### config.mk
export PLATFORM = sky130hd
export DESIGN_NAME = insn_enc_flat
export DESIGN_NICKNAME = d
export VERILOG_FILES = /design/src/rtl/insn_enc_if.sv /design/src/rtl/insn_enc.sv /design/src/flat_wrapper.sv
export SDC_FILE = /design/constraint.sdc
export NUM_CORES = 1
export LEC_CHECK = 0
export CAP_MARGIN = 20
export CORE_UTILIZATION = 50
export DETAILED_ROUTE_END_ITERATION = 6
export PLACE_DENSITY = 0.84
export SLEW_MARGIN = 30
export SYNTH_ARGS = -nofsm -noshare
export SYNTH_HDL_FRONTEND = slang
export SYNTH_SLANG_ARGS = --single-unit
### constraint.sdc
create_clock -name clk -period 6.5 [get_ports clk]
set_clock_uncertainty 0.15 [all_clocks]
set_input_delay 0.975 -clock clk [delete_from_list [all_inputs] [get_ports clk]]
set_output_delay 0.975 -clock clk [all_outputs]
set_load 0.05 [all_outputs]
### src/rtl/insn_enc_if.sv
// rtl/insn_enc_if.sv - request/response bundle between an encode client and insn_enc.
interface insn_enc_if #(
    parameter int DWIDTH = 32
);
    logic              req_valid_i;
    logic              req_ready_o;
    logic [6:0]        opcode_i;
    logic [4:0]        rd_i;
    logic [4:0]        rs1_i;
    logic [4:0]        rs2_i;
    logic [2:0]        funct3_i;
    logic [6:0]        funct7_i;
    logic [DWIDTH-1:0] imm_i;
    logic              insn_valid_o;
    logic              insn_ready_i;
    logic [DWIDTH-1:0] insn_o;
    logic              err_o;
    logic [15:0]       count_o;

    modport master (
        output req_valid_i, opcode_i, rd_i, rs1_i, rs2_i, funct3_i, funct7_i, imm_i, insn_ready_i,
        input  req_ready_o, insn_valid_o, insn_o, err_o, count_o
    );

    modport slave (
        input  req_valid_i, opcode_i, rd_i, rs1_i, rs2_i, funct3_i, funct7_i, imm_i, insn_ready_i,
        output req_ready_o, insn_valid_o, insn_o, err_o, count_o
    );
endinterface

### src/rtl/insn_enc.sv
// rtl/insn_enc.sv - RV32 instruction field packer feeding a small output FIFO.
// Optional immediate range checking is enabled by defining INSN_ENC_RANGE_CHECK_EN.
module insn_enc #(
    parameter int DWIDTH = 32,
    parameter int DEPTH  = 2
) (
    input logic       clk,
    input logic       reset,
    insn_enc_if.slave bus
);
    localparam int AW = (DEPTH > 1) ? $clog2(DEPTH) : 1;

    typedef enum logic [2:0] {
        F_R, F_I, F_SH, F_S, F_B, F_U, F_J, F_BAD
    } fmt_e;

    logic [6:0]        op;
    logic [4:0]        rd, rs1, rs2;
    logic [2:0]        f3;
    logic [6:0]        f7;
    logic [DWIDTH-1:0] imm;
    logic [31:0]       enc;
    fmt_e              fmt;
    logic              enc_err;

    assign op  = bus.opcode_i;
    assign rd  = bus.rd_i;
    assign rs1 = bus.rs1_i;
    assign rs2 = bus.rs2_i;
    assign f3  = bus.funct3_i;
    assign f7  = bus.funct7_i;
    assign imm = bus.imm_i;

    always_comb begin
        enc = 32'h0000_0013;
        fmt = F_BAD;
        case (op)
            7'b0110011: begin
                fmt = F_R;
                enc = {f7, rs2, rs1, f3, rd, op};
            end
            7'b0010011, 7'b0000011, 7'b1100111: begin
                if (op == 7'b0010011 && (f3 == 3'b001 || f3 == 3'b101)) begin
                    fmt = F_SH;
                    enc = {f7, imm[4:0], rs1, f3, rd, op};
                end else begin
                    fmt = F_I;
                    enc = {imm[11:0], rs1, f3, rd, op};
                end
            end
            7'b0100011: begin
                fmt = F_S;
                enc = {imm[11:5], rs2, rs1, f3, imm[4:0], op};
            end
            7'b1100011: begin
                fmt = F_B;
                enc = {imm[12], imm[10:5], rs2, rs1, f3, imm[4:1], imm[11], op};
            end
            7'b0110111, 7'b0010111: begin
                fmt = F_U;
                enc = {imm[31:12], rd, op};
            end
            7'b1101111: begin
                fmt = F_J;
                enc = {imm[20], imm[10:1], imm[11], imm[19:12], rd, op};
            end
            default: begin
                fmt = F_BAD;
                enc = 32'h0000_0013;
            end
        endcase
    end

`ifdef INSN_ENC_RANGE_CHECK_EN
    localparam logic signed [DWIDTH-1:0] I_MIN = -2048;
    localparam logic signed [DWIDTH-1:0] I_MAX = 2047;
    localparam logic signed [DWIDTH-1:0] B_MIN = -4096;
    localparam logic signed [DWIDTH-1:0] B_MAX = 4094;
    localparam logic signed [DWIDTH-1:0] J_MIN = -1048576;
    localparam logic signed [DWIDTH-1:0] J_MAX = 1048574;

    logic signed [DWIDTH-1:0] imm_s;
    logic                     range_err;

    assign imm_s = imm;

    // The instruction is still packed from truncated bits; only the flag changes.
    always_comb begin
        range_err = 1'b0;
        case (fmt)
            F_I, F_S: range_err = (imm_s < I_MIN) || (imm_s > I_MAX);
            F_SH:     range_err = |imm[DWIDTH-1:5];
            F_B:      range_err = (imm_s < B_MIN) || (imm_s > B_MAX) || imm[0];
            F_J:      range_err = (imm_s < J_MIN) || (imm_s > J_MAX) || imm[0];
            F_U:      range_err = |imm[11:0];
            default:  range_err = 1'b0;
        endcase
    end

    assign enc_err = (fmt == F_BAD) || range_err;
`else
    assign enc_err = (fmt == F_BAD);
`endif

    logic [DWIDTH-1:0] insn_mem [DEPTH];
    logic              err_mem  [DEPTH];
    logic [AW-1:0]     wr_ptr_q, wr_ptr_d;
    logic [AW-1:0]     rd_ptr_q, rd_ptr_d;
    logic [AW:0]       occ_q, occ_d;
    logic [15:0]       count_q, count_d;
    logic              full, empty, push, pop;

    assign full  = (occ_q == (AW+1)'(DEPTH));
    assign empty = (occ_q == '0);
    assign push  = bus.req_valid_i && bus.req_ready_o;
    assign pop   = !empty && bus.insn_ready_i;

    // Ready is gated by the raw reset so it drops without waiting for a clock.
    assign bus.req_ready_o  = !reset && !full;
    assign bus.insn_valid_o = !empty;
    assign bus.insn_o       = empty ? '0 : insn_mem[rd_ptr_q];
    assign bus.err_o        = empty ? 1'b0 : err_mem[rd_ptr_q];
    assign bus.count_o      = count_q;

    always_comb begin
        wr_ptr_d = push ? wr_ptr_q + 1'b1 : wr_ptr_q;
        rd_ptr_d = pop  ? rd_ptr_q + 1'b1 : rd_ptr_q;
        count_d  = push ? count_q + 16'd1 : count_q;
        occ_d    = occ_q;
        if (push && !pop) begin
            occ_d = occ_q + 1'b1;
        end else if (pop && !push) begin
            occ_d = occ_q - 1'b1;
        end
    end

    always_ff @(posedge clk or posedge reset) begin
        if (reset) begin
            wr_ptr_q <= '0;
            rd_ptr_q <= '0;
            occ_q    <= '0;
            count_q  <= '0;
        end else begin
            wr_ptr_q <= wr_ptr_d;
            rd_ptr_q <= rd_ptr_d;
            occ_q    <= occ_d;
            count_q  <= count_d;
        end
    end

    always_ff @(posedge clk) begin
        if (push) begin
            insn_mem[wr_ptr_q] <= DWIDTH'(enc);
            err_mem[wr_ptr_q]  <= enc_err;
        end
    end
endmodule

### src/flat_wrapper.sv
// flat-port wrapper written by rule: the top's interface ports become plain ports
module insn_enc_flat 
#(
    parameter int DWIDTH = 32,
    parameter int DEPTH  = 2
)
  (clk, reset, bus_req_valid_i, bus_opcode_i, bus_rd_i, bus_rs1_i, bus_rs2_i, bus_funct3_i, bus_funct7_i, bus_imm_i, bus_insn_ready_i, bus_req_ready_o, bus_insn_valid_o, bus_insn_o, bus_err_o, bus_count_o);
  insn_enc_if #(.DWIDTH(DWIDTH)) bus_i ();
  input logic clk;
  input logic reset;
  input wire logic [$bits(bus_i.req_valid_i)-1:0] bus_req_valid_i;
  input wire logic [$bits(bus_i.opcode_i)-1:0] bus_opcode_i;
  input wire logic [$bits(bus_i.rd_i)-1:0] bus_rd_i;
  input wire logic [$bits(bus_i.rs1_i)-1:0] bus_rs1_i;
  input wire logic [$bits(bus_i.rs2_i)-1:0] bus_rs2_i;
  input wire logic [$bits(bus_i.funct3_i)-1:0] bus_funct3_i;
  input wire logic [$bits(bus_i.funct7_i)-1:0] bus_funct7_i;
  input wire logic [$bits(bus_i.imm_i)-1:0] bus_imm_i;
  input wire logic [$bits(bus_i.insn_ready_i)-1:0] bus_insn_ready_i;
  output wire logic [$bits(bus_i.req_ready_o)-1:0] bus_req_ready_o;
  output wire logic [$bits(bus_i.insn_valid_o)-1:0] bus_insn_valid_o;
  output wire logic [$bits(bus_i.insn_o)-1:0] bus_insn_o;
  output wire logic [$bits(bus_i.err_o)-1:0] bus_err_o;
  output wire logic [$bits(bus_i.count_o)-1:0] bus_count_o;
  assign bus_i.req_valid_i = bus_req_valid_i;
  assign bus_i.opcode_i = bus_opcode_i;
  assign bus_i.rd_i = bus_rd_i;
  assign bus_i.rs1_i = bus_rs1_i;
  assign bus_i.rs2_i = bus_rs2_i;
  assign bus_i.funct3_i = bus_funct3_i;
  assign bus_i.funct7_i = bus_funct7_i;
  assign bus_i.imm_i = bus_imm_i;
  assign bus_i.insn_ready_i = bus_insn_ready_i;
  assign bus_req_ready_o = bus_i.req_ready_o;
  assign bus_insn_valid_o = bus_i.insn_valid_o;
  assign bus_insn_o = bus_i.insn_o;
  assign bus_err_o = bus_i.err_o;
  assign bus_count_o = bus_i.count_o;
  insn_enc #(.DWIDTH(DWIDTH), .DEPTH(DEPTH)) u_core (.clk(clk), .reset(reset), .bus(bus_i));
endmodule
# Word-level counts from Yosys, hierarchy flattened

Memory sizes are Yosys's and may differ from the RTL's.
Cells that the tools add are included.

Register bits after elaboration: 20
RAM bits: 66
Input bits: 68
Word-level logic and storage cells: 50
Memories: 2

Memory list:

| memory          | depth | bits a word | rd ports | clocked after Yosys merged registers in | write ports | RTL line        | RTL |
|---|---|---|---|---|---|---|---|
| u_core.insn_mem | 2     | 32          | 1        | 0                                       | 1           | insn_enc.sv:105 | `logic [DWIDTH-1:0] insn_mem [DEPTH];` |
| u_core.err_mem  | 2     | 1           | 1        | 0                                       | 1           | insn_enc.sv:106 | `logic err_mem [DEPTH];` |

$add $sub $neg: 5
Equal/unequal tests: 13
Multiplexer cells: 10
Reduce and logical (&&, ||, !) cells: 16

Operators by type and width:

| operator                                         | number |
|---|---|
| case mux 32 bit (6 select lines)                 | 1 |
| 2-to-1 mux 32 bit                                | 2 |
| == test 7 x 6 -> 1 bit, second input constant    | 3 |
| == test 7 bit, second input constant             | 3 |
| case mux 3 bit (6 select lines)                  | 1 |
| adder 16 x 1 -> 16 bit, second input constant    | 1 |
| == test 7 x 5 -> 1 bit, second input constant    | 2 |
| == test 7 x 2 -> 1 bit, second input constant    | 1 |
| == test 3 bit, second input constant             | 2 |
| logical AND 1 bit                                | 6 |
| 2-to-1 mux 2 bit                                 | 3 |
| zero test 1 bit                                  | 5 |
| == test 3 x 1 -> 1 bit, second input constant    | 1 |
| 2-to-1 mux 1 bit                                 | 3 |
| OR reduction 3 bit                               | 1 |
| adder 1 bit, second input constant               | 2 |
| adder 2 x 1 -> 2 bit, second input constant      | 1 |
| == test 2 bit, second input constant             | 1 |
| zero test 2 bit                                  | 1 |
| nonzero test 2 bit                               | 1 |
| OR reduction 2 bit                               | 1 |
| subtractor 2 x 1 -> 2 bit, second input constant | 1 |
| logical OR 1 bit                                 | 1 |

# Depth between registers and ports, before layout

Word-level depth: 8
Gate-level depth with buffers: 7

# Worst setup path after synthesis

OpenSTA, ideal clock, no wires.

Path type: input to register
Start: input reset
End: memory u_core.err_mem[0], enable pin
Setup time: 0.464 ns
Data arrival time: 3.456 ns
Required time: 5.886 ns
Path slack: 2.430 ns
Stages: 2
Buffers on the path: 0
Cell sequence: nand2b_1 nor3_1

Word-level cells in the longest chain between the ends: 5

Ends and longest elaborated chain:

| element                                | RTL line           | RTL |
|---|---|---|
| from (decl)                            | flat_wrapper.sv:10 | `input logic reset;` |
| zero test 1 bit                        | insn_enc.sv:119    | `assign bus.req_ready_o = !reset && !full;` |
| logical AND 1 bit                      | insn_enc.sv:119    |  |
| logical AND 1 bit                      | insn_enc.sv:115    | `assign push = bus.req_valid_i && bus.req_ready_o;` |
| 2-to-1 mux 1 bit                       | insn_enc.sv:152    | `if (push) begin` |
| 2-to-1 mux 1 bit (not written as such) | insn_enc.sv:154    | `err_mem[wr_ptr_q] <= enc_err;` |
| to (decl)                              | insn_enc.sv:106    |  |

No other way between the ends.

# Final worst setup path

Start: register u_core.occ_q[0]
End: output bus_insn_o[4]

Word-level cells in the longest chain between the ends: 2

Ends and longest elaborated chain:

| element                | RTL line           | RTL |
|---|---|---|
| from (decl)            | insn_enc.sv:109    | `logic [AW:0] occ_q, occ_d;` |
| from (signal assigned) | insn_enc.sv:141    | `occ_q <= '0;` |
| from (signal assigned) | insn_enc.sv:146    | `occ_q <= occ_d;` |
| zero test 2 bit        | insn_enc.sv:114    | `assign empty = (occ_q == '0);` |
| 2-to-1 mux 32 bit      | insn_enc.sv:121    | `assign bus.insn_o = empty ? '0 : insn_mem[rd_ptr_q];` |
| to (decl)              | flat_wrapper.sv:22 | `output wire logic [$bits(bus_i.insn_o)-1:0] bus_insn_o;` |

No other way between the ends.

==> metrics.md <==
| Metric | Value |
|---|---|
| CP Class | `flop to output port` |
| Post-DR vias/cell | `5.506` |
| Antenna fix cells | `0` |
| Crit path depth | `4` |
| Yosys reg bits | `86` |
| Core ar. | `7767 sq um` |
| Final hold violation count | `0` |
| Port Buf Inserts | `about 120` |
| Post-route worst setup slack | `2.759 ns` |
| Top cell type's share of synthesized area | `between 40% and 50%` |
| Die Y | `slightly above 90 um` |
| P&R area growth vs syn | `36.64%` |
| Final setup vio count | `0` |
| Clk_lat worst skew | `approximately 0.35 ns` |
| Top_reg_cell synth | `edfxtp_1` |
| Routed len/inst | `16.49 um` |
| Max Buffers Root-to-Sink | `2` |
| All-layer global routing usage | `22.32%` |
| Tightest Hold Check Type | `flop to flop` |
| R2R depth | `7` |
| Cell leakage power | `2.180 nW` |
| Vias in the first global route | `around 3000` |
| Power density over cell area | `380.7 nW/um^2` |
| Post-synth cell types | `between 40 and 50` |
| Starting Density | `52.22%` |
| Crit path cell chain | `nor2_2 > buf_4 > nor2_1 > clkdlybuf4s50_1` |
| Final WL | `8955 um` |
| Clock root cell | `clkbuf_8` |
| Measured slew at the worst slew-check pin | `0.8157 ns` |
| Fin area | `5543 sq um` |
| Run status | `finished clean` |
| HPWL Detailed | `6499 um` |
| Slew Viols, Final | `0` |
| Cells after Synth | `316` |
| Largest net degree at the start of global routing | `35` |
| Post-synth EDFFs | `66` |
| Wire length of the first global-routing pass | `14310 um` |
| Drt pass-1 iters | `4` |
| Cell with the most instances after synthesis | `edfxtp_1` |
| Most frequent cells after synthesis | `edfxtp_1 (66), nor2_1 (41), mux2i_1 (36), dfrtp_1 (20), a22o_1 (13)` |
| Hold-fix buffers, CTS | `0` |
| Worst vdd ir | `~0.19 mV` |
| Grt total ovfl | `0` |
| Data required, critical path | `5.37 ns` |
| H-Tree Depth | `3` |
| Max-cap violations | `0` |
| Die area | `8477 sq um` |
| Async SR Flop Fraction | `23.26%` |
| CTS sink cnt | `86` |
| TritonCTS clock tree | `done` |
| Setup TNS | `0 ns` |
| Drt first-iter violations | `approximately 150` |
| Rel. slew slack | `45.56%` |
| Setup Slack @ Placement | `3.035 ns` |
| CP max FO | `18` |
| CTS Buf Count | `9` |
| DIE WIDTH | `92.07 um` |
| Post-synth top area cell | `edfxtp_1` |
| Layout cells sized above 1 | `between 7 and 8%` |
| Placed cells | `527` |
| RSZ-0062 raised after global routing | `false` |
| Final antenna-violating net count | `0` |
| Worst Hold Depth | `1` |
| Clk slew on worst S/H paths | `0.09 ns` |
| Number of setup buffers added after CTS | `0` |
| Minimum clock period | `3.741 ns` |
| Crit path launch type | `flop` |
| Cell area after synthesis | `4056 sq um` |
| Rows | `32` |
| Top delay family on crit path | `buffers and inverters` |
| Synth Area per Inst | `12.84 sq um` |
| Final nets | `506` |
| GP Congestion | `0.8787` |
| Max Fclk | `~270 MHz` |
| Largest cells by area after synthesis | `edfxtp_1 (49%), dfrtp_1 (12%), mux2i_1 (8.9%)` |
| Initial antenna violation count | `0` |
| Final Cycle Share | `between 50% and 60%` |
| # resized after CTS | `0` |
| Ys Warns | `0` |
| Vias | `2990` |
| Post-Route Utilization | `71.36%` |
| Buf+Inv Stages, Crit Path | `2` |
| Worst path arrival time | `approximately 2.6 ns` |
| Sequential area share after synthesis | `61.20%` |
| Slowest CP cell | `clkdlybuf4s50_1` |
| Non-Filler Instances | `543` |
| Dpl cell area | `5338 sq um` |
| CP max stage delay | `0.71 ns` |
| DRC viols | `0` |
| Ports | `around 120` |
| CP Capture Type | `output port` |
| Layout fillers | `553` |
cells by family (layout without fill, tap and decap cells):
| logic type | after synthesis | in the layout | synth area share (%) |
|---|---|---|---|
| XOR/XNOR | 20 | 20 | 4.318 |
| flip-flops | 86 | 86 | 61.20 |
| AND/OR/NAND/NOR | 105 | 105 | 14.10 |
| AO/OA/AOI/OAI | 43 | 43 | 8.143 |
| buffers and inverters | 22 | 144 | 2.375 |
| multiplexers | 37 | 37 | 9.161 |
| other | 1 | 4 | 0.09245 |
| adder cells (fa/ha/maj) | 2 | 2 | 0.6168 |
through the flow:
stage	hold WS (ns)	total power [mW]
6_report	0.3297	2.110
5_1_grt	0.3395	2.195
3_5_place_dp	0.3135	1.741
4_1_cts	0.3277	2.123
3_3_place_gp	0.3099	1.727
2_1_floorplan	0.3056	1.399
layer usage:
| metal | track usage (%) | wire length, um |
|---|---|---|
| met1 | 27.81 | 3668 |
| met2 | 38.43 | 4660 |
| met3 | 4.063 | 490 |
| met4 | 8.854 | 136 |
| met5 | 0 | 0 |
registers in the layout, summed over array words and instances, names as in the netlist:
name / flops
u_core.insn_mem: 64
u_core.bus.count_o: 16
u_core.err_mem: 2
u_core.occ_q: 2
u_core.rd_ptr_q: 1
u_core.wr_ptr_q: 1
final cells by class:
class / instances / area [sq um] / area share [%]
clock buffers: 10 / 137.6 / 2.483
clock inverters: 6 / 65.06 / 1.174
inverters: 7 / 26.28 / 0.4740
multi-input cells: 211 / 1496 / 27.00
flip-flops and latches: 86 / 2486 / 44.85
well taps: 102 / 127.6 / 2.302
repair buffers: 121 / 1204 / 21.72
power breakdown:
group | switching, mW | internal [mW]
Clock | 0.194 | 0.191
Sequential | 0.0935 | 0.668
Combinational | 0.619 | 0.345
path summary, 6_finish.rpt:
check                                  startpoint                     end  slack, ns
setup reg to reg                  u_core.occ_q[0]         u_core.occ_q[1]       4.31
setup / recovery                  u_core.occ_q[0]           bus_insn_o[4]       2.76
hold / removal             u_core.bus.count_o[15]  u_core.bus.count_o[15]       0.33
min in group asynchronous                   reset  u_core.bus.count_o[10]       0.95
hold reg to reg            u_core.bus.count_o[15]  u_core.bus.count_o[15]       0.33
max in group asynchronous                   reset         u_core.rd_ptr_q       4.71
cell usage in the layout, fill, tap and decap left out, types with 2 or more instances in the layout:
master	n
ha_1	2
edfxtp_1	66
xor2_1	8
xnor2_1	12
o21ai_0	9
and2_1	10
nor2b_1	4
mux2i_1	36
nand2_1	9
buf_4	3
clkbuf_8	10
nand3_1	12
nand4_1	5
o22ai_1	2
dfrtp_1	19
conb_1	4
inv_1	7
a22o_1	13
nor2_1	40
nand3b_1	2
inv_4	3
nor3_2	3
nand2b_1	3
and4bb_2	2
clkdlybuf4s50_1	118
a22oi_1	5
a221o_1	6
and3_1	2
nor2_2	2
worst register-to-register path, stage by stage (launching register included):
cell and delay (ns):
dfrtp_1 0.45, nor2_2 0.65, inv_1 0.12, nand2_1 0.16
ha_1 0.19, xor2_1 0.16, nor2_1 0.07, xor2_1 0.14
(Power assumes the default switching activity.)
